### config.mk
export PLATFORM = sky130hd
export DESIGN_NAME = button_event_classifier
export DESIGN_NICKNAME = d
export VERILOG_FILES = /design/src/rtl/btn_pkg.sv /design/src/rtl/edge_detect.sv /design/src/rtl/button_event_classifier.sv
export SDC_FILE = /design/constraint.sdc
export NUM_CORES = 1
export LEC_CHECK = 0
export BUFFER_PORTS_ARGS = -buffer_cell sky130_fd_sc_hd__buf_4
export CAP_MARGIN = 15
export CORE_MARGIN = 1.5
export CORE_UTILIZATION = 50
export CTS_BUF_LIST = sky130_fd_sc_hd__clkbuf_2
export CTS_CLUSTER_SIZE = 20
export DETAILED_ROUTE_END_ITERATION = 12
export GPL_TIMING_DRIVEN = 0
export HOLD_SLACK_MARGIN = 0.06
export MAX_ROUTING_LAYER = met4
export PLACE_DENSITY = 0.72
export SYNTH_ARGS = -nofsm -noshare
export SYNTH_HDL_FRONTEND = slang
export SYNTH_SLANG_ARGS = --single-unit
### constraint.sdc
create_clock -name clk -period 1.9 [get_ports clk]
set_input_delay 0.57 -clock clk [delete_from_list [all_inputs] [get_ports clk]]
set_output_delay 0.57 -clock clk [all_outputs]
set_load 0.02 [all_outputs]
### src/rtl/btn_pkg.sv
// Shared definitions for the button gesture logic and the 10 ms tick generator.
package btn_pkg;

    typedef enum logic [2:0] {
        IDLE,
        HELD1,
        GAP,
        HOLD_LONG,
        WAIT_REL
    } btn_state_t;

    localparam int TICK_PERIOD_MS = 10;

endpackage

### src/rtl/edge_detect.sv
// One-register edge detector on the debounced level; rise/fall are combinational.
// db_q keeps loading db during reset so a level held across reset is not seen as a press.
module edge_detect (
    input  logic clk,
    input  logic db,
    output logic rise,
    output logic fall
);

    logic db_q;

    always_ff @(posedge clk) begin
        db_q <= db;
    end

    assign rise = db & ~db_q;
    assign fall = ~db & db_q;

endmodule

### src/rtl/button_event_classifier.sv
// Classifies single/double/long/repeat gestures from the debounced level, timed in ticks.
// Event pulses are registered: high for one clk after the edge that sampled the condition.
module button_event_classifier
    import btn_pkg::*;
#(
    parameter int LONG_TICKS   = 100,
    parameter int GAP_TICKS    = 30,
    parameter int REPEAT_TICKS = 20,
    parameter int CNT_W        = 8
) (
    input  logic clk,
    input  logic reset,
    input  logic db,
    input  logic tick,
    output logic single_press,
    output logic double_press,
    output logic long_press,
    output logic repeat_press,
    output logic busy
);

    localparam logic [CNT_W-1:0] LONG_LAST = CNT_W'(LONG_TICKS - 1);
    localparam logic [CNT_W-1:0] GAP_LAST  = CNT_W'(GAP_TICKS - 1);
    localparam logic [CNT_W-1:0] REP_LAST  = (REPEAT_TICKS == 0) ? '0 : CNT_W'(REPEAT_TICKS - 1);
    localparam bit               REP_EN    = (REPEAT_TICKS != 0);

    btn_state_t       state;
    btn_state_t       state_nxt;
    logic [CNT_W-1:0] cnt;
    logic             cnt_clr;
    logic             rep_hit;
    logic             rise;
    logic             fall;
    logic             single_nxt;
    logic             double_nxt;
    logic             long_nxt;
    logic             repeat_nxt;

    edge_detect u_edge (
        .clk  (clk),
        .db   (db),
        .rise (rise),
        .fall (fall)
    );

    // Edges are tested before tick expiry so an edge always wins a same-cycle tie.
    always_comb begin
        state_nxt  = state;
        single_nxt = 1'b0;
        double_nxt = 1'b0;
        long_nxt   = 1'b0;
        repeat_nxt = 1'b0;
        rep_hit    = 1'b0;
        case (state)
            IDLE: begin
                if (rise) state_nxt = HELD1;
            end
            HELD1: begin
                if (fall) begin
                    state_nxt = GAP;
                end else if (tick && cnt == LONG_LAST) begin
                    long_nxt  = 1'b1;
                    state_nxt = HOLD_LONG;
                end
            end
            GAP: begin
                if (rise) begin
                    double_nxt = 1'b1;
                    state_nxt  = WAIT_REL;
                end else if (tick && cnt == GAP_LAST) begin
                    single_nxt = 1'b1;
                    state_nxt  = IDLE;
                end
            end
            HOLD_LONG: begin
                if (fall) begin
                    state_nxt = IDLE;
                end else if (REP_EN && tick && cnt == REP_LAST) begin
                    repeat_nxt = 1'b1;
                    rep_hit    = 1'b1;
                end
            end
            WAIT_REL: begin
                if (fall) state_nxt = IDLE;
            end
            default: state_nxt = IDLE;
        endcase
        cnt_clr = (state_nxt != state) || rep_hit;
    end

    always_ff @(posedge clk) begin
        if (reset) begin
            state        <= IDLE;
            cnt          <= '0;
            single_press <= 1'b0;
            double_press <= 1'b0;
            long_press   <= 1'b0;
            repeat_press <= 1'b0;
            busy         <= 1'b0;
        end else begin
            state        <= state_nxt;
            single_press <= single_nxt;
            double_press <= double_nxt;
            long_press   <= long_nxt;
            repeat_press <= repeat_nxt;
            busy         <= (state_nxt != IDLE);
            if (cnt_clr) begin
                cnt <= '0;
            end else if (tick && cnt != '1) begin
                cnt <= cnt + 1'b1;
            end
        end
    end

endmodule

==> metrics.txt <==
status=finished with violations; failing checks=negative setup slack; Critical Path RT=about 2.1 ns; LEAKAGE=between 0.0003 and 0.0004 uW; critical path class=flop to flop; Peak Freq=about 500 MHz; synthesized-area fraction occupied by adder cells=0.0285; CP cell instances=inv_2, ha_4, and4_4, a2111oi_4, o32ai_1, or4_1, buf_6, a211oi_2; endpoints failing setup=8; R2R Path Start=cnt[1]; post-synthesis simple-gate area fraction=0.308; prevailing post-synth register cell=dfxtp_1; reg-to-reg endpoint=cnt[2]; Final Cycle Share=1.08; Root Driver=clkbuf_2; CP Capture Point=cnt[2]; VDD IR max=~0.00044 V; row count=14; Max-slew headroom=0.611; Iteration-0 DRC Markers=12; Worst setup startpoint=cnt[1]; ant diodes=0; PD cells=589 nW/um^2; Congestion Overflow GR=0; ys async rst share=0; Port-buffer cells=7; cells on worst reg2reg path=8; maxcap violations=0; met1 Track Usage GR=0.239; RSZ-0062 raised after global routing=true; synth warn=0; vias in the first global route=around 650; Core Util, Final=0.687; initial antenna violation count=0; DP HPWL=between 1000 and 1500 um; routed len/inst=approximately 13 um; slowest cell delay on critical path=0.44 ns; largest net degree at the start of global routing=11; Starting Density=0.556; residual DRC count=0; Vias=785; syn_nets=roughly 110; Clock Latency Late Sink=0.29 ns; layout cells sized above 1=0.322; Synth Area in XOR/XNOR=0.0200; Clock Path Buffers=2; nets=125; CP Capture Type=flop; post-synthesis register bit count=17; first-pass GRT wire length=2770 um; GRT Max-Usage Layer=met2; Yosys top cell area share=0.388; Synth top cells by count=17 x dfxtp_1, 10 x nor2_1, 8 x nand2_1; cts bufs inserted=3; CTS Hold Bufs=0; Final Hold Viols=0; GRT Overall Usage=0.195; Die Wd=about 45 um; Max Clock Skew=0.00197 ns; Synth Area in Compound Gates=0.215; Worst Max-Slew Pin Slew=between 0.5 and 0.6 ns; pre-CTS setup slack=-0.287 ns; overall die area=approximately 2000 um^2; CP max FO=8; Fin Setup TNS=-0.970 ns; top post-synthesis cells by area=dfxtp_1 39%, a211oi_2 4.3%, nor2_1 4.3%, a21oi_1 3.4%, nand2_1 3.4%; worst hold-check path type=primary input to flop; final worst slack=-0.143 ns; multiplexer share of the synthesized area=0; fin. max-slew vios=0; min Tclk post-route=approximately 2.0 ns; met3 Use GR=0.0600; Tot Pwr=between 600 and 700 uW; Post-Syn Area=around 880 um^2; most frequent cell after synthesis=dfxtp_1; largest family of logic cells by synthesized area=simple AND/OR/NAND/NOR gates; number of nets with antenna violations after routing=0; chip height=~45 um; Clk pin slew, worst setup/hold paths=approximately 0.14 ns; met2 Use GR=0.296; area leader, netlist=dfxtp_1; slowest CP cell=or4_1; CTS tree=built; H-tree Lvls=1; Synth-to-Final Area Change=23.4%; Placer Congestion=approximately 0.8; Synth cell types=34; Worst Path Arrival=between 2 and 2.5 ns; Placeable Area=1580 um^2; hold_ws=about 0.40 ns; WL final=~1700 um; Seq/Total Area, Yosys=0.388; IO Pins=9; First-pass DRT Iterations=4; flop2flop setup slack=-0.14 ns; Avg Inst Size Synth=a little under 9 um^2; Syn Inst Count=100; # clock sinks=17; EDFF count, synth=0; startpoint types=flop; Via density=approximately 5.9
[state kept, by name, indices dropped and copies added (netlist names)]
signal        count
cnt               8
state             3
busy              1
double_press      1
long_press        1
repeat_press      1
single_press      1
u_edge.db_q       1
[area by class of cell]
| cell class | instances | area [um^2] |
|---|---|---|
| Multi-Input combinational cell | 75 | 553 |
| Tap cell | 16 | 20.0 |
| Fill cell | 132 | 494 |
| Sequential cell | 17 | 343 |
| Timing Repair Buffer | 14 | 105 |
| Clock buffer | 4 | 20.0 |
| Inverter | 3 | 11.3 |
| Buffer | 5 | 30.0 |
[worst max-delay path: cells and delay by family (launching register included)]
kind	cells	cell delay, ns
simple gates	2	0.64
compound gates	3	0.61
flops	1	0.37
buf+inv	2	0.22
fa+ha+maj	1	0.15
[timing repair]
| item | 4_1_cts | 5_1_grt |
|---|---|---|
| endpoints found under the setup margin | 8 | 9 |
| buffers inserted | 3 | 4 |
| gates resized for setup | 5 | 7 |
| pin swaps | 3 | 4 |
[stage by stage]
stage	instances	cell area, um^2
detailed placement	123	957
global route	134	1080
floorplan	100	885
global placement	123	957
CTS	130	1020
finish	134	1080
[cell families (layout without fill, tap and decap cells)]
family | Yosys count | count (layout)
compound gates | 24 | 24
simple gates | 47 | 47
fa+ha+maj | 2 | 2
flops | 17 | 17
buf+inv | 8 | 26
xor+xnor | 2 | 2
[per-layer routing]
| layer | part of all wire | up-vias |
|---|---|---|
| met2 | 0.46 | 14 |
| li1 | - | 405 |
| met1 | 0.48 | 362 |
| met5 | 0 | - |
| met4 | 0.016 | 0 |
| met3 | 0.039 | 4 |
[report_power, final]
| part | leakage, uW | switching (uW) | internal, uW |
|---|---|---|---|
| logic | 0.000235 | 50.4 | 52.7 |
| clock network | 0.0000166 | 102 | 55.8 |
| registers | 0.000139 | 9.67 | 367 |
[how the worst min path moves through the flow]
stage / start / to / slack (ns) / cells after the start
after floorplan: cnt[1] / cnt[1] / 0.48 / 2
after global placement: cnt[1] / cnt[1] / 0.50 / 2
after detailed placement: cnt[1] / cnt[1] / 0.50 / 2
after CTS: db / u_edge.db_q / 0.39 / 1
after global routing: db / u_edge.db_q / 0.37 / 1
final: db / u_edge.db_q / 0.40 / 1
[placed cells by master (no fill, tap or decap), types with 3 or more instances in the layout]
cell	n
nand2b_1	4
nor2_1	7
nor3_1	4
o21ai_0	5
nor2b_1	3
clkbuf_2	4
nand3_1	5
a21oi_1	6
buf_2	3
a211oi_2	3
nand2_1	8
buf_4	14
dfxtp_1	15
Power figures use the tool's default switching activity.
